<file path="src/rtl/i2c_target_regfile_pkg.sv">
// Shared types and constants for the I2C register-file target.
package i2c_target_pkg;

  localparam logic I2C_ACK  = 1'b0;
  localparam logic I2C_NACK = 1'b1;

  typedef enum logic [3:0] {
    ST_IDLE      = 4'd0,
    ST_ADDR      = 4'd1,
    ST_ADDR_ACK  = 4'd2,
    ST_PTR       = 4'd3,
    ST_PTR_ACK   = 4'd4,
    ST_WDATA     = 4'd5,
    ST_WDATA_ACK = 4'd6,
    ST_RDATA     = 4'd7,
    ST_RDATA_ACK = 4'd8,
    ST_IGNORE    = 4'd9
  } state_e;

endpackage

</file>
<file path="src/rtl/i2c_target_regfile_if.sv">
// Pad, host-port and debug signals of the I2C register-file target.
interface i2c_target_regfile_if #(parameter int NREGS = 16);
  import i2c_target_pkg::*;

  localparam int AW = (NREGS > 1) ? $clog2(NREGS) : 1;

  // host_we is a single-cycle write strobe with no back-pressure; bus_wr is a
  // single-cycle commit pulse and bus_wr_idx is meaningful only while it is high.
  logic          scl_in;
  logic          sda_in;
  logic          sda_oe;
  logic          host_we;
  logic [AW-1:0] host_addr;
  logic [7:0]    host_wdata;
  logic          bus_wr;
  logic [AW-1:0] bus_wr_idx;
  logic          busy;
  state_e        dbg_state;

  modport slave (
    input  scl_in, sda_in, host_we, host_addr, host_wdata,
    output sda_oe, bus_wr, bus_wr_idx, busy, dbg_state
  );

  modport master (
    output scl_in, sda_in, host_we, host_addr, host_wdata,
    input  sda_oe, bus_wr, bus_wr_idx, busy, dbg_state
  );

endinterface

</file>
<file path="src/rtl/i2c_target_regfile_line_sync.sv">
// Two-flop synchronizer plus one delay flop giving level and edge strobes.
module i2c_line_sync (
  input  logic clk,
  input  logic reset_n,
  input  logic pad_i,
  output logic level,
  output logic rise,
  output logic fall
);

  logic meta_q, sync_q, dly_q;

  // Reset to the idle-high bus level so release from reset yields no edge.
  always_ff @(posedge clk or negedge reset_n) begin
    if (!reset_n) begin
      meta_q <= 1'b1;
      sync_q <= 1'b1;
      dly_q  <= 1'b1;
    end else begin
      meta_q <= pad_i;
      sync_q <= meta_q;
      dly_q  <= sync_q;
    end
  end

  assign level = sync_q;
  assign rise  = sync_q & ~dly_q;
  assign fall  = ~sync_q & dly_q;

endmodule

</file>
<file path="src/rtl/i2c_target_regfile.sv">
// I2C target exposing a byte register file behind an auto-incrementing pointer.
module i2c_target_regfile
  import i2c_target_pkg::*;
#(
  parameter logic [6:0] DEV_ADDR = 7'h68,
  parameter int         NREGS    = 16,
  parameter logic [7:0] BASE     = 8'h3B
) (
  input logic clk,
  input logic reset_n,
  i2c_target_regfile_if.slave bus_if
);

  localparam int AW = (NREGS > 1) ? $clog2(NREGS) : 1;

  logic scl_lvl, scl_rise, scl_fall;
  logic sda_lvl, sda_rise, sda_fall;

  i2c_line_sync u_scl_sync (.clk(clk), .reset_n(reset_n), .pad_i(bus_if.scl_in),
                            .level(scl_lvl), .rise(scl_rise), .fall(scl_fall));
  i2c_line_sync u_sda_sync (.clk(clk), .reset_n(reset_n), .pad_i(bus_if.sda_in),
                            .level(sda_lvl), .rise(sda_rise), .fall(sda_fall));

  state_e        state_q;
  logic [2:0]    cnt_q;
  logic [7:0]    sr_q, tx_q, ptr_q;
  logic          phase_q, rw_q, oe_q, busy_q, wr_q;
  logic [AW-1:0] wr_idx_q;
  logic [7:0]    regs_q [NREGS];

  logic          start_det, stop_det, ptr_hit, commit;
  logic [7:0]    rx_byte, rd_byte, ptr_off;
  logic [AW-1:0] ptr_idx;

  assign start_det = scl_lvl & sda_fall;
  assign stop_det  = scl_lvl & sda_rise;
  assign rx_byte   = {sr_q[6:0], sda_lvl};
  assign ptr_off   = ptr_q - BASE;
  assign ptr_hit   = ({1'b0, ptr_off} < 9'(NREGS));
  assign ptr_idx   = ptr_off[AW-1:0];
  assign rd_byte   = ptr_hit ? regs_q[ptr_idx] : 8'h00;
  assign commit    = scl_fall & (state_q == ST_WDATA_ACK) & phase_q & ptr_hit;

  // Ack states use phase_q: 0 until the ninth SCL rise, 1 until the closing fall.
  always_ff @(posedge clk or negedge reset_n) begin
    if (!reset_n) begin
      state_q <= ST_IDLE;
      cnt_q   <= 3'd0;
      sr_q    <= 8'h00;
      tx_q    <= 8'h00;
      ptr_q   <= BASE;
      phase_q <= 1'b0;
      rw_q    <= 1'b0;
      oe_q    <= 1'b0;
      busy_q  <= 1'b0;
    end else if (stop_det) begin
      state_q <= ST_IDLE;
      oe_q    <= 1'b0;
      busy_q  <= 1'b0;
    end else if (start_det) begin
      state_q <= ST_ADDR;
      cnt_q   <= 3'd0;
    end else if (scl_rise) begin
      case (state_q)
        ST_ADDR: begin
          sr_q  <= rx_byte;
          cnt_q <= cnt_q + 3'd1;
          if (cnt_q == 3'd7) begin
            phase_q <= 1'b0;
            if (sr_q[6:0] == DEV_ADDR) begin
              state_q <= ST_ADDR_ACK;
              rw_q    <= sda_lvl;
              busy_q  <= 1'b1;
            end else begin
              state_q <= ST_IGNORE;
              busy_q  <= 1'b0;
            end
          end
        end
        ST_PTR, ST_WDATA: begin
          sr_q  <= rx_byte;
          cnt_q <= cnt_q + 3'd1;
          if (cnt_q == 3'd7) begin
            phase_q <= 1'b0;
            if (state_q == ST_PTR) begin
              ptr_q   <= rx_byte;
              state_q <= ST_PTR_ACK;
            end else begin
              state_q <= ST_WDATA_ACK;
            end
          end
        end
        ST_RDATA: begin
          cnt_q <= cnt_q + 3'd1;
          if (cnt_q == 3'd7) begin
            phase_q <= 1'b0;
            state_q <= ST_RDATA_ACK;
          end
        end
        ST_ADDR_ACK, ST_PTR_ACK, ST_WDATA_ACK: phase_q <= 1'b1;
        ST_RDATA_ACK: begin
          phase_q <= 1'b1;
          if (sda_lvl == I2C_NACK) state_q <= ST_IGNORE;
        end
        default: ;
      endcase
    end else if (scl_fall) begin
      case (state_q)
        ST_ADDR_ACK: begin
          if (!phase_q) begin
            oe_q <= 1'b1;
          end else begin
            cnt_q <= 3'd0;
            if (rw_q) begin
              state_q <= ST_RDATA;
              tx_q    <= rd_byte;
              oe_q    <= ~rd_byte[7];
              ptr_q   <= ptr_q + 8'd1;
            end else begin
              state_q <= ST_PTR;
              oe_q    <= 1'b0;
            end
          end
        end
        ST_PTR_ACK, ST_WDATA_ACK: begin
          if (!phase_q) begin
            oe_q <= 1'b1;
          end else begin
            state_q <= ST_WDATA;
            cnt_q   <= 3'd0;
            oe_q    <= 1'b0;
            if (state_q == ST_WDATA_ACK) ptr_q <= ptr_q + 8'd1;
          end
        end
        ST_RDATA: begin
          tx_q <= {tx_q[6:0], 1'b0};
          oe_q <= ~tx_q[6];
        end
        ST_RDATA_ACK: begin
          if (!phase_q) begin
            oe_q <= 1'b0;
          end else begin
            state_q <= ST_RDATA;
            cnt_q   <= 3'd0;
            tx_q    <= rd_byte;
            oe_q    <= ~rd_byte[7];
            ptr_q   <= ptr_q + 8'd1;
          end
        end
        default: ;
      endcase
    end
  end

  // The bus commit is assigned after the host write so it wins a same-index clash.
  always_ff @(posedge clk or negedge reset_n) begin
    if (!reset_n) begin
      for (int i = 0; i < NREGS; i++) regs_q[i] <= 8'h00;
      wr_q     <= 1'b0;
      wr_idx_q <= '0;
    end else begin
      wr_q <= commit;
      if (commit) wr_idx_q <= ptr_idx;
      if (bus_if.host_we) regs_q[bus_if.host_addr] <= bus_if.host_wdata;
      if (commit) regs_q[ptr_idx] <= sr_q;
    end
  end

  assign bus_if.sda_oe     = oe_q;
  assign bus_if.bus_wr     = wr_q;
  assign bus_if.bus_wr_idx = wr_idx_q;
  assign bus_if.busy       = busy_q;
  assign bus_if.dbg_state  = state_q;

endmodule

</file>
<file path="src/flat_wrapper.sv">
// flat-port wrapper written by rule: the top's interface ports become plain ports
module i2c_target_regfile_flat import i2c_target_pkg::*;
#(
  parameter logic [6:0] DEV_ADDR = 7'h68,
  parameter int         NREGS    = 16,
  parameter logic [7:0] BASE     = 8'h3B
)
  (clk, reset_n, bus_if_scl_in, bus_if_sda_in, bus_if_host_we, bus_if_host_addr, bus_if_host_wdata, bus_if_sda_oe, bus_if_bus_wr, bus_if_bus_wr_idx, bus_if_busy, bus_if_dbg_state);
  i2c_target_regfile_if #(.NREGS(NREGS)) bus_if_i ();
  input logic clk;
  input logic reset_n;
  input wire logic [$bits(bus_if_i.scl_in)-1:0] bus_if_scl_in;
  input wire logic [$bits(bus_if_i.sda_in)-1:0] bus_if_sda_in;
  input wire logic [$bits(bus_if_i.host_we)-1:0] bus_if_host_we;
  input wire logic [$bits(bus_if_i.host_addr)-1:0] bus_if_host_addr;
  input wire logic [$bits(bus_if_i.host_wdata)-1:0] bus_if_host_wdata;
  output wire logic [$bits(bus_if_i.sda_oe)-1:0] bus_if_sda_oe;
  output wire logic [$bits(bus_if_i.bus_wr)-1:0] bus_if_bus_wr;
  output wire logic [$bits(bus_if_i.bus_wr_idx)-1:0] bus_if_bus_wr_idx;
  output wire logic [$bits(bus_if_i.busy)-1:0] bus_if_busy;
  output wire logic [$bits(bus_if_i.dbg_state)-1:0] bus_if_dbg_state;
  assign bus_if_i.scl_in = bus_if_scl_in;
  assign bus_if_i.sda_in = bus_if_sda_in;
  assign bus_if_i.host_we = bus_if_host_we;
  assign bus_if_i.host_addr = bus_if_host_addr;
  assign bus_if_i.host_wdata = bus_if_host_wdata;
  assign bus_if_sda_oe = bus_if_i.sda_oe;
  assign bus_if_bus_wr = bus_if_i.bus_wr;
  assign bus_if_bus_wr_idx = bus_if_i.bus_wr_idx;
  assign bus_if_busy = bus_if_i.busy;
  assign bus_if_dbg_state = bus_if_i.dbg_state;
  i2c_target_regfile #(.DEV_ADDR(DEV_ADDR), .NREGS(NREGS), .BASE(BASE)) u_core (.clk(clk), .reset_n(reset_n), .bus_if(bus_if_i));
endmodule
</file>
<file path="config.mk">
export PLATFORM = sky130hd
export DESIGN_NAME = i2c_target_regfile_flat
export DESIGN_NICKNAME = d
export VERILOG_FILES = /design/src/rtl/i2c_target_regfile_pkg.sv /design/src/rtl/i2c_target_regfile_if.sv /design/src/rtl/i2c_target_regfile_line_sync.sv /design/src/rtl/i2c_target_regfile.sv /design/src/flat_wrapper.sv
export SDC_FILE = /design/constraint.sdc
export NUM_CORES = 1
export LEC_CHECK = 0
export CAP_MARGIN = 40
export CORE_ASPECT_RATIO = 1.2
export CORE_MARGIN = 8
export CORE_UTILIZATION = 61
export DETAILED_ROUTE_END_ITERATION = 10
export PLACE_DENSITY = 0.88
export SLEW_MARGIN = 20
export SYNTH_ARGS = -nofsm -noshare
export SYNTH_HDL_FRONTEND = slang
export SYNTH_SLANG_ARGS = --single-unit
</file>
<file path="constraint.sdc">
create_clock -name clk -period 5.5 [get_ports clk]
set_clock_uncertainty 0.2 [all_clocks]
set_input_delay 0.825 -clock clk [delete_from_list [all_inputs] [get_ports clk]]
set_output_delay 0.825 -clock clk [all_outputs]
set_load 0.02 [all_outputs]
</file>
# Word level (Yosys, flattened, before mapping)
# Cells that the tools add are included.
# op_classes
n_addsub,3
n_lt_le_gt_ge,5
eq_ne,33
n_mux,66
bitwise,20
n_reduce_logical,30
# ops
operator,count
bitwise mux 128 bit,2
two-way mux 128 bit,2
two-way mux 8 bit,15
demux 8 bit (select 4 bit),2
two-way mux 4 bit,12
binary-select mux 8 bit (select 4 bit),1
case mux 8 bit (3 select lines),1
two-way mux 3 bit,7
two-way mux 7 bit,3
case mux 7 bit (3 select lines),1
"inequality test 5 bit, second input constant",4
"equality test 4 x 3 -> 1 bit, second input constant",4
case mux 4 bit (4 select lines),1
two-way mux 1 bit,15
"inequality test 3 x 1 -> 1 bit, second input constant",5
"inequality test 5 x 1 -> 1 bit, second input constant",3
case mux 4 bit (3 select lines),1
AND reduction 12 bit,1
AND reduction 4 bit,3
nonzero test 2 bit,6
nonzero test 3 bit,4
"greater-or-equal comparator 5 bit, second input constant",2
"less-than comparator 5 x 1 -> 1 bit, second input constant",2
"inequality test 2 bit, second input constant",5
other kinds (29),55
# word_totals
reg_bits,173
input_bits,17
output_inout_bits,11
wordCells,190

# Depth between registers and ports, before layout
# Gate-level depths: netlist of the first run.
# depth
word_depth,14
depth_mapped,12
ltp_nobuf,8

# Hierarchy
# A second synthesis of the first run with hierarchy kept.
# hier_totals
hier_cells,930
hier_area_um2,9749.4
# modules_own_cells
mod,n_inst,cells_each,area_each_um2,seq_area_each_um2
i2c_target_regfile,1,920,9561.7,4185.3
i2c_line_sync,2,5,93.8,78.8

# Worst setup path before layout of the first run
# Ideal clock, no wire load.
# synth_timing
kind,flip-flop to flip-flop
startpoint,register u_core.ptr_q[0]
endpoint,register u_core.tx_q[1]
setup_time_ns,0.137
arrival_time_ns,3.229
required_ns,5.163
setup_slack_ns,1.934
path_stages_with_launch,11
path_buffers,4
synth_period_minus_slack_ns,3.566
path_cell_list,dfstp_2 > buf_2 > buf_1 > inv_1 > ha_1 > buf_2 > buf_2 > mux4_2 > mux4_2 > a22oi_1 > a21oi_1
# synth_between
elab_chain_cells,9
word_cells_on_any_way,11
classes_between,add/sub: 1; order compare: 1; mux: 8; bitwise: 1
# synth_lines
item,line_no,source
"start, declared",i2c_target_regfile.sv:26,"logic [7:0] sr_q, tx_q, ptr_q;"
"start signal, assigned",i2c_target_regfile.sv:86,ptr_q <= rx_byte;
"start signal, assigned",i2c_target_regfile.sv:118,ptr_q <= ptr_q + 8'd1;
"start signal, assigned",i2c_target_regfile.sv:132,if (state_q == ST_WDATA_ACK) ptr_q <= ptr_q + 8'd1;
subtractor 8 x 6 -> 8 bit *,i2c_target_regfile.sv:38,assign ptr_off = ptr_q - BASE;
via u_core.ptr_off[0],i2c_target_regfile.sv:32,"logic [7:0] rx_byte, rd_byte, ptr_off;"
inverter 4 -> 5 bit (not written as such),i2c_target_regfile.sv:41,assign rd_byte = ptr_hit ? regs_q[ptr_idx] : 8'h00;
binary-select mux 8 bit (select 4 bit),i2c_target_regfile.sv:41,
two-way mux 8 bit (not written as such) (2 in a row),i2c_target_regfile.sv:41,
two-way mux 8 bit *,i2c_target_regfile.sv:41,
two-way mux 7 bit,i2c_target_regfile.sv:114,if (rw_q) begin
two-way mux 7 bit,i2c_target_regfile.sv:110,if (!phase_q) begin
case mux 7 bit (3 select lines) *,i2c_target_regfile.sv:108,case (state_q)
"end signal, assigned",i2c_target_regfile.sv:116,tx_q <= rd_byte;
"end signal, assigned",i2c_target_regfile.sv:136,"tx_q <= {tx_q[6:0], 1'b0};"
"end signal, assigned",i2c_target_regfile.sv:145,tx_q <= rd_byte;
"end, declared",i2c_target_regfile.sv:26,
# The timed path passes the listed nets; every way through them passes the cells marked *. The select of a mux whose other input is x is not followed.
# A chain may end at the register's enable or synchronous reset.

# Final worst setup path of the first run
# layout_timing
startpoint,register u_core.ptr_q[0]
endpoint,register u_core.tx_q[6]
# The elaborated chain is that of the path after synthesis.

==> results.md, run 1 <==
- The flow ran to the end, and the final reports show no timing, DRC or antenna violations.
- After clock tree synthesis, the flow added hold-fix buffers numbering 0.
- The repair_antennas step left the layout with diodes totalling 0.
- The path type of the worst min-delay path is flop to flop.
- Setup repair after global routing left no endpoint under its margin.
- The most frequently used flop master after synthesis is dfrtp_1.
- The number of antenna violations at the first check in global routing is 0.
- The leakage power total is 4.65 nW.
- The number of rows created at floorplan is 51.
- For this run the aggregate overflow at the end of global routing stands at 0.
- The average instance in the mapped netlist occupies 10.3 um^2.
- The highest ir drop seen on vdd is 0.297 mV.
- Sequential cells were found to cover 43.8% of the synthesized design area.
- The critical path required time is 5600 ps.
- The actual slew at the worst max-slew pin is 910 ps.
- By startpoint and endpoint, the worst setup path is classified as flop to flop.
- The placed instances occupy a cell area of 0.0104 mm^2.
- The first-pass GRT wire length is 44,900 um.
- The via count of the first global-routing pass was 8,009.
- In the final routed layout, each cell accounts on average for 23.9 um.
- With fillers left out, the area of the finished cells amounts to 0.0110 mm^2.
- The area growth from synthesis to layout is 11.0%.
- The final weighted congestion in routability-driven placement is 0.931.
- The top-level I/O count is 28.
- The count of final hold-check violations is 0.
- In the routed design, unresolved DRC markers number 0.
- By area the synthesized netlist is led by dfrtp_1 (41%), mux2i_1 (13%), mux4_2 (9.3%).
- Synthesis produced 966 cells.
- Buffers added to address setup during post-CTS repair amount to 0.
- The launching point of the worst reg2reg path is u_core.ptr_q[0]$_DFFE_PN1P_.
- Detailed routing inserted a total of 8,200 vias.
- The number of setup violations in the final report is 0.
- The first-iteration detailed-routing DRC count is 1,336.
- The total count of max-transition violations in the final report came to 0.
- The worst hold path begins at u_core.u_scl_sync.meta_q$_DFF_PN1_.
- The number of nets in the synthesized netlist is 992.
- After routing, the total negative slack on setup checks comes to 0 ps.
- Summed over all instances, the cell type with the most area after synthesis is dfrtp_1.
- The clock insertion delay at the later pin of the skew report is 450 ps.
- The post-cts repair resize count is 0.
- The deepest clock path buffer count is 2.
- The area of the placeable core is 0.0161 mm^2.
- The clock edge transition at the registers on the reported setup and hold paths is 70 ps.
- The number of sinks handled by clock tree synthesis is 173.
- TritonCTS created 17 clock buffers.
- In the finished design, the share of the clock period the worst path needs comes to 70.7%.
- TritonCTS built the clock tree.
- The fmax is 257 MHz.
- The critical path launch point type is a flop.
- Clock tree synthesis selected as its root buffer the cell clkbuf_16.
- The deepest level of the CTS H-tree is 4.
- The initial core utilization is 61.7%.
- The distinct cell type count of the synthesized netlist is 62.
- The width of the die is 132 um.
- The post-synthesis cell area is 0.00992 mm^2.
- The height of the chip is 156 um.
- The sort of element at the end of the critical path is a flop.
- The number of warnings issued by yosys is 0.
- The area enclosed by the die boundary is 0.0206 mm^2.
- The total power per unit cell area is 399 mW/mm^2.
- The pin count of the biggest net entering global routing is 107.
- The synthesized design contains 173 register bits.
- The maximum fanout along the worst path is 21.
- The first detailed-routing pass ran for 9 iterations.
- The headroom to the max-slew limit is 39.1%.
- The HPWL after detailed placement is 18,000 um.
- Wires add up to 28,200 um.
- Global routing consumed, over all layers together, 27.9% of the routing resources.
- In the final layout, the share of cells above drive strength 1 is 16.1%.
- Yosys mapped a number of flops with a built-in enable equal to 0.
- The worst path needs 3890 ps of the cycle, external delays included.
- The tool flagged a number of max-cap violations equal to 0.
- The beginning of the critical path is u_core.ptr_q[0]$_DFFE_PN1P_.
- The routed via count divided by cell count is 6.94.
- Input and output buffers added on the ports amount to 27.
- Data arrives at the worst endpoint at 3990 ps.
- The final net count is 982.
- The area share of the largest cell type after synthesis is 40.9%.
- Once detail routing completed, the nets flagged for antenna violations numbered 0.
- The share of async-settable or async-resettable flops after synthesis is 100%.
power by group:
group          switching [W]  internal [W]  total, W
clock network       0.000545      0.000736   0.00128
logic               0.000609      0.000631   0.00124
registers           0.000317       0.00156   0.00187
total                0.00147       0.00292   0.00440
flip-flops by register name, indices dropped and copies added (netlist names), 3 cells and up:
signal,count
u_core.bus_if.dbg_state,4
u_core.cnt_q,3
u_core.tx_q,7
u_core.regs_q,128
u_core.bus_if.bus_wr_idx,4
u_core.sr_q,8
u_core.ptr_q,8
area by class of cell:
type | count | area (um^2)
timing repair buffer | 52 | 558
clock buffer | 18 | 439
tap | 212 | 265
multi-input combinational | 701 | 5180
fill | 1092 | 5070
inverter | 11 | 41.3
sequential | 173 | 4340
clock inverter | 14 | 181
path summary, 6_finish.rpt:
check / endpoint / slack, ps / cells past startpoint
min: u_core.u_scl_sync.level$_DFF_PN1_ / 150 / 0
max in group asynchronous: u_core.regs_q[9]$_DFF_PN0_ / 3940 / 2
min reg2reg: u_core.u_scl_sync.level$_DFF_PN1_ / 150 / 0
min in group asynchronous: u_core.bus_if.busy$_DFFE_PN0P_ / 170 / 1
max reg2reg: u_core.tx_q[6]$_DFFE_PN0P_ / 1610 / 7
max: u_core.tx_q[6]$_DFFE_PN0P_ / 1610 / 7
through the flow:
stage	util [%]	power, W	std cells	hold slack, ps	setup slack, ps
2_1_floorplan	-	0.00261	966	145	1930
3_3_place_gp	63.4	0.00293	1132	146	1440
3_5_place_dp	64.5	0.00306	1147	147	1700
4_1_cts	68.3	0.00435	1179	147	1600
5_1_grt	68.5	0.00454	1181	148	1360
6_report	68.5	0.00440	1181	148	1610
Yosys cell counts (3+ instances only):
library cell	instances
dfrtp_1	162
a31oi_1	5
nor2_1	168
a22oi_1	6
nand3b_1	11
mux2_2	26
o22ai_1	5
ha_1	9
dfstp_2	11
inv_1	11
nand3_2	10
buf_4	4
clkbuf_1	40
nor3b_1	8
a21oi_1	137
nor3_1	7
mux4_2	41
or3_1	4
nand2_1	38
xnor2_1	5
nand3_1	23
o21ai_0	14
nor4_1	3
nand2b_1	7
mux2i_1	127
buf_2	26
buf_1	9
cells in the final DEF (no fill, tap or decap), drive strengths merged, types with 2 or more instances in the layout:
master / instances
inv: 15
nand4b: 2
nor4: 4
dfstp: 11
o2bb2ai: 2
o221ai: 2
a22oi: 6
a22o: 2
clkdlybuf4s50: 26
o41ai: 2
nor3: 8
xor2: 2
mux4: 41
nand2: 39
nor2b: 2
or2: 2
nor3b: 8
nand3: 33
o22ai: 5
nor2: 168
nand2b: 7
buf: 26
xnor2: 5
a41oi: 2
mux2i: 127
ha: 9
and3: 2
a311oi: 2
a211oi: 2
nand4: 2
o21ai: 14
a31oi: 5
nand3b: 11
bufinv: 3
or3: 4
mux2: 26
a21oi: 138
dfrtp: 162
clkbuf: 18
clkinv: 7
worst max-delay path: stages, from the launching register on:
cell	delay [ps]
dfstp_2	890
inv_1	210
ha_2	850
buf_12	270
mux4_2	530
mux4_2	480
a22oi_1	210
a21oi_1	110
metal layers:
| layer | vias to the layer above | GRT usage (%) | part of all wire, % |
|---|---|---|---|
| li1 | 3445 | - | - |
| met1 | 3948 | 35.0 | 36 |
| met2 | 670 | 45.1 | 48 |
| met3 | 137 | 5.19 | 11 |
| met4 | 0 | 14.8 | 4.6 |
| met5 | - | 0 | 0 |
cell families after synthesis:
family                     synth area share [%]
buffers and inverters                      3.99
and+or+nand+nor                            14.2
adders and majority gates                  1.14
DFF                                        43.8
AOI/OAI and AO/OA                          11.2
xor gates and xnor gates                  0.618
muxes                                      25.1
Note: power is estimated with default switching activity, not from simulation.
==> run 2, diff against run 1 <==
==> constraint.sdc (replaced) <==
create_clock -name clk -period 4 [get_ports clk]
set_clock_uncertainty 0.2 [all_clocks]
set_input_delay 0.6 -clock clk [delete_from_list [all_inputs] [get_ports clk]]
set_output_delay 0.6 -clock clk [all_outputs]
set_load 0.02 [all_outputs]
==> results.md, run 2 (synthesized netlist as in run 1, its figures left out) <==
- The run finished with clean final reports.
- For this run, the number of standard cells in the final layout without fillers is 1,183.
- The largest registers in the layout are u_core.regs_q: 128 flops, u_core.ptr_q: 8 flops, u_core.sr_q: 8 flops.
- The switching fraction of total power is 33.3%.
- The cell depth of the worst flop-to-flop path is 8.
- Clock-pin slew was measured on the worst setup and hold paths at 70 ps.
- The total count of max-transition violations in the final report is 0.
- The critical-path cell with the highest stage delay is dfstp_2.
- After detailed placement, the design holds a cell count of 1,146.
- The first-pass GRT wire length is 43,600 um.
- The number of antenna violations at the first check in global routing is 1.
- The layout cell share with drive strength beyond 1 is 16.2%.
- The worst path needs 3190 ps of the cycle, external delays included.
- The initial core utilization is 61.7%.
- The fmax is 313 MHz.
- Data on the critical path is required at its endpoint by 4090 ps.
- In this run the vertical extent of the chip is 156 um.
- The headroom to the max-slew limit is 40.9%.
- After the first detailed-routing iteration, the DRC count stood at 1,044.
- The most frequent standard cell in the layout excluding fill and tap cells is nor2_1.
- The number of iterations in the first detailed-routing pass is 5.
- The deepest clock path buffer count is 2.
- The register containing the most flip-flops in the final layout is u_core.regs_q.
- The final layout contains 984 nets.
- After detailed routing, the total wire length is 27,400 um.
- Entering global routing, the biggest net connects 88 pins.
- The combined flip-flop and latch cell area is 0.00434 mm^2.
- The count of buffering cells on the critical path with inverters included is 1.
- Buffers inserted during clock tree synthesis total 17.
- Per report_power, the clock group accounts for 28.4% of the total.
- The critical path's top delay family is simple AND/OR/NAND/NOR gates.
- The library cell used as clock root buffer is clkbuf_16.
- The tightest min-delay check is of the flop to flop type.
- Along the worst path, the maximum fanout reaches 16.
- Cell internal power was estimated by the tool at 0.00395 W.
- The final clock period utilization by the worst path is 79.9%.
- The cts-stage hold buffer count is 0.
- The number of setup violations in the final report is 0.
- The logic depth of the worst path, buffers included is 8.
- After clock tree synthesis, the setup repair step added 0 buffers.
- The post-cts repair resize count is 0.
- The type of the worst setup path is flop to flop.
- The die is 132 um wide.
- The highest ir drop seen on vdd is 0.367 mV.
- The flip-flop count of the largest register, all copies and words added is 128.
- The data arrival time of the worst path is 3280 ps.
- The final route contains 8,029 vias.
- In the routed design, unresolved DRC markers number 0.
- Clock latency on the worst-skew pair, taken at its later pin, is 440 ps.
- The total power per unit cell area is 540 mW/mm^2.
- 0 antenna diodes ended up in the layout.
- In the routed layout, each cell is associated on average with a via count of 6.79.
- Setup repair after global routing left no endpoint under its margin.
- The HPWL after detailed placement is 18,000 um.
- The count of final hold-check violations is 0.
- The filler cells instantiated in the layout total 1,103.
- In this run, the combinational gates consume 28.6% of the power.
- At the end of routability-driven placement, the weighted congestion stood at 0.918.
- The number of sinks handled by clock tree synthesis is 173.
- The deepest level of the CTS H-tree is 4.
- The setup slack at placement is 825 ps.
- For this design the total switching power over the nets is 0.00197 W.
- In the layout the commonest cells are nor2_1 (168), dfrtp_1 (162), a21oi_1 (137), mux2i_1 (127), mux4_2 (41).
- The floorplan step defined a die boundary enclosing 0.0206 mm^2.
- The worst setup path is launched from a flop.
- In this run, flip-flops and latches consume 43.0% of the power.
- Tracing the worst setup path back leads to its startpoint at u_core.ptr_q[0]$_DFFE_PN1P_.
- The mean routed wirelength per cell is 23.2 um.
- The worst setup path is captured at a flop.
- The worst register-to-register path ends at u_core.regs_q[62]$_DFF_PN0_.
- The max-cap check violation count is 0.
- The number of routed nets with antenna violations is 0.
- In the post-route analysis, the smallest setup slack over all paths is 806 ps.
- The number of buffers inserted by port buffering is 27.
- The launching point of the worst reg2reg path is u_core.ptr_q[0]$_DFFE_PN1P_.
- The final standard cell area without fillers is 0.0110 mm^2.
- The TritonCTS clock tree is built.
- For the pin with the worst max-slew slack, the measured transition is 887 ps.
- The placed instance area is 0.0103 mm^2.
- The via count of the first global-routing pass was 7,948.
- The top-level I/O count is 28.
- The number of rows created at floorplan is 51.
- Across every metal layer, demand over resource in global routing totals 27.1%.
- The slack of the worst reg-to-reg path is 810 ps.
- The fraction of the core area covered by cells at the end of the flow is 68.3%.
- The footprint of the multi-input gates is 0.00518 mm^2.
- In this design, the stage delay of the slowest critical-path cell is 600 ps.
- The setup TNS after final layout is 0 ps.
- The critical path ends at u_core.regs_q[62]$_DFF_PN0_.
- The area growth from synthesis to layout is 10.7%.
- The signal on the critical path passes through ha_1 -> o211ai_1 -> nor3b_1 -> o32a_1 -> buf_4 -> nand4_1 -> nor2_1 -> a21oi_1.
- The analysis attributes to cell leakage a power of 4.62 nW.
- Summed over all layers, the global routing overflow is 0.
- In this run the standard cell core region covers 0.0161 mm^2.
## run 2: how the worst min path moves through the flow
| stage | endpoint | start | depth (start not counted) | slack [ps] |
|---|---|---|---|---|
| final | u_core.u_sda_sync.level$_DFF_PN1_ | u_core.u_sda_sync.meta_q$_DFF_PN1_ | 0 | 150 |
| after global routing | u_core.u_sda_sync.level$_DFF_PN1_ | u_core.u_sda_sync.meta_q$_DFF_PN1_ | 0 | 160 |
| after CTS | u_core.bus_if.busy$_DFFE_PN0P_ | reset_n | 1 | 50 |
| after detailed placement | u_core.u_sda_sync.level$_DFF_PN1_ | u_core.u_sda_sync.meta_q$_DFF_PN1_ | 0 | 150 |
| after global placement | u_core.u_sda_sync.level$_DFF_PN1_ | u_core.u_sda_sync.meta_q$_DFF_PN1_ | 0 | 150 |
| after floorplan | u_core.bus_if.bus_wr$_DFF_PN0_ | reset_n | 0 | 100 |
## run 2: per-stage QoR
stage / power [W] / hold WS, ps
2_1_floorplan: 0.00359 / 104
3_3_place_gp: 0.00404 / 146
3_5_place_dp: 0.00414 / 148
4_1_cts: 0.00583 / 49.7
5_1_grt: 0.00614 / 157
6_report: 0.00593 / 152
## run 2: area by class of cell
cell class,instances,share of cell area [%]
multi-input cells,701,47.2
well taps,212,2.42
flip-flops and latches,173,39.6
inverters,11,0.376
clock buffers,20,4.16
repair buffers,54,5.03
clock inverters,12,1.23
## run 2: per-layer routing
layer	global-route usage (%)	up-vias	part of all wire, %
li1	-	3464	-
met1	32.5	3926	37
met2	43.0	514	48
met3	7.31	123	10
met4	16.3	2	5.1
met5	0	-	0.047
## run 2: power by group through the flow
stage	registers (W)	logic, W	clock network, W
floorplan	0.00233	0.00126	0
global placement	0.00260	0.00144	0
detailed placement	0.00259	0.00155	0
CTS	0.00258	0.00157	0.00168
global route	0.00257	0.00181	0.00176
finish	0.00255	0.00169	0.00169
==> run 3, diff against run 2 <==
==> constraint.sdc (replaced) <==
create_clock -name clk -period 3.1 [get_ports clk]
set_clock_uncertainty 0.2 [all_clocks]
set_input_delay 0.465 -clock clk [delete_from_list [all_inputs] [get_ports clk]]
set_output_delay 0.465 -clock clk [all_outputs]
set_load 0.02 [all_outputs]
==> results.md, run 3 (synthesized netlist as in run 1, its figures left out) <==
- The via count of the first global-routing pass is 8,097.
- In the final layout, the multi-input gates occupy 0.00518 mm^2.
- The run finished with clean final reports.
- The type of the worst setup path is flop to flop.
- The clock passes through at most 2 buffers.
- The HPWL after detailed placement is 19,400 um.
- The detailed-route DRC error count is 0.
- The TritonCTS clock tree is built.
- The total congestion overflow after global routing is 0.
- Measured against its own limit, the worst slew margin works out to 47.9%.
- After detailed routing, the number of vias per cell comes to 6.85.
- The largest registers in the layout are u_core.regs_q: 128 flops, u_core.ptr_q: 8 flops, u_core.sr_q: 8 flops.
- Data on the critical path is required at its endpoint by 3220 ps.
- The combined flip-flop and latch cell area is 0.00434 mm^2.
- Of the cells placed in the final design, the portion with a size suffix greater than 1 is 17.7%.
- The number of antenna violations at the first check in global routing is 0.
- The setup TNS after final layout is 0 ps.
- The library cell used as clock root buffer is clkbuf_16.
- The width of the die is 132 um.
- The total track usage is 29.1%.
- The finished layout holds 1,201 standard cells, fillers aside.
- More flip-flops sit in one register than any other, and that register is u_core.regs_q.
- The library cells used most frequently in the layout, excluding fill and tap cells, are nor2_1 (168), dfrtp_1 (162), a21oi_1 (137), mux2i_1 (127), buf_4 (42).
- The area growth from synthesis to layout is 11.4%.
- Setup violations remaining at the end of the flow were counted as 0.
- The clock edge transition at the registers on the reported setup and hold paths is 70 ps.
- For this configuration, the core starts out at a cell density of 61.7%.
- The clock period minus final worst setup slack is 3000 ps.
- At the worst endpoint, the arrival time is 3120 ps.
- The layout filler cell count is 1,124.
- Setup repair after global routing left no endpoint under its margin.
- The final weighted congestion in routability-driven placement is 0.950.
- The sort of element at the end of the critical path is a flop.
- The count of final hold-check violations was 0.
- The clock buffer count from CTS is 17.
- The clock insertion delay at the later pin of the skew report is 450 ps.
- The number of rows created at floorplan is 51.
- The most frequent standard cell in the layout excluding fill and tap cells is nor2_1.
- The die is 156 um tall.
- Along the worst path, the maximum fanout reaches 27.
- The max-cap check violation count is 0.
- Summed over all cells, the static leakage comes to 4.70 nW.
- The final net count is 1,003.
- The top-level I/O count is 28.
- The fmax is 333 MHz.
- The pre-antenna-repair detailed-routing pass consisted of 6 iterations.
- Across all hold checks on the routed design, the worst slack comes to 157 ps.
- After detailed placement, the design holds a cell count of 1,169.
- Dividing the final minimum period by the clock period gives 96.9%.
- The area of the placeable core is 0.0161 mm^2.
- The critical path launch point type is a flop.
- For the pin with the worst max-slew slack, the measured transition is 781 ps.
- The final antenna diode count is 0.
- In this run the remaining antenna-violating nets after routing total 0.
- The first-pass GRT wire length is 46,200 um.
- The die covers 0.0206 mm^2.
- IR analysis of the VDD net gives a maximum drop of 0.454 mV.
- The number of buffers inserted by port buffering is 27.
- Entering global routing, the biggest net connects 68 pins.
- The deepest level of the CTS H-tree is 4.
- Summing over every cut layer, the via total after detailed routing is 8,232.
- The number of sinks handled by clock tree synthesis is 173.
- The path class of the tightest hold or removal check is flop to flop.
- The flip-flop count of the largest register, all copies and words added is 128.
- The routed wire length is 29,500 um.
- In this run the power density over the cells is 689 mW/mm^2.
- Cells fill 68.7% of the core in the end.
- In the final routed layout, each cell accounts on average for 24.5 um.
- The total count of max-transition violations in the final report came to 0.
- For this block, the initial DRC count from the detailed router was 1,273.
- The number of buffers inserted by post-CTS setup repair is 0.
## run 3: changes by cell type in the layout (fill, tap and decap cells not counted), moves of 2 or more
| cell | before | now |
|---|---|---|
| buf_4 | 19 | 42 |
| buf_8 | 4 | 0 |
| clkinv_2 | 2 | 4 |
| clkinvlp_4 | 4 | 2 |
| inv_8 | 0 | 2 |
## run 3: path summary, 6_finish.rpt
| kind | start | end | slack [ps] | cells past startpoint |
|---|---|---|---|---|
| hold / removal | u_core.u_sda_sync.meta_q$_DFF_PN1_ | u_core.u_sda_sync.level$_DFF_PN1_ | 160 | 0 |
| min in group asynchronous | reset_n | u_core.cnt_q[1]$_DFFE_PN0P_ | 410 | 2 |
| max in group asynchronous | reset_n | u_core.regs_q[99]$_DFF_PN0_ | 1550 | 3 |
| setup reg to reg | u_core.ptr_q[0]$_DFFE_PN1P_ | u_core.tx_q[3]$_DFFE_PN0P_ | 100 | 7 |
| hold reg to reg | u_core.u_sda_sync.meta_q$_DFF_PN1_ | u_core.u_sda_sync.level$_DFF_PN1_ | 160 | 0 |
| setup / recovery | u_core.ptr_q[0]$_DFFE_PN1P_ | u_core.tx_q[3]$_DFFE_PN0P_ | 100 | 7 |
## run 3: critical path: stages (launching register included)
cell and delay (ps):
dfstp_2 580, inv_1 110, ha_2 370, buf_12 230
mux4_2 580, mux4_2 480, a22oi_1 200, a21oi_1 90
## run 3: power breakdown
group / internal (W) / switching [W]
logic: 0.00109 / 0.00118
clock network: 0.00113 / 0.000947
registers: 0.00277 / 0.000499
## run 3: per-layer routing
layer | GRT usage (%) | part of all wire [%]
met1 | 35.6 | 36
met2 | 43.8 | 45
met3 | 8.57 | 12
met4 | 20.0 | 7.2
met5 | 0 | 0
## run 3: final cells by class
class / instances / area share (%)
inverters: 11 / 0.374
clock buffers: 19 / 4.01
flip-flops and latches: 173 / 39.3
multi-input cells: 701 / 46.9
clock inverters: 12 / 1.03
well taps: 212 / 2.40
repair buffers: 73 / 5.95
## run 3: per-stage QoR
step	power (W)	setup WS, ps	cell area [um^2]
after floorplan	0.00468	5.86	9950
after global placement	0.00528	268	10500
after detailed placement	0.00541	180	10500
after CTS	0.00752	131	11000
after global routing	0.00789	4.07	11000
final	0.00761	95.0	11000
## run 3: what timing repair did
| item | in CTS | in global routing |
|---|---|---|
| hold endpoints to repair | 54 | 0 |
| hold buffers | 1 | 0 |
| setup endpoints to repair | 0 | 2 |
| gates resized for setup | 0 | 1 |
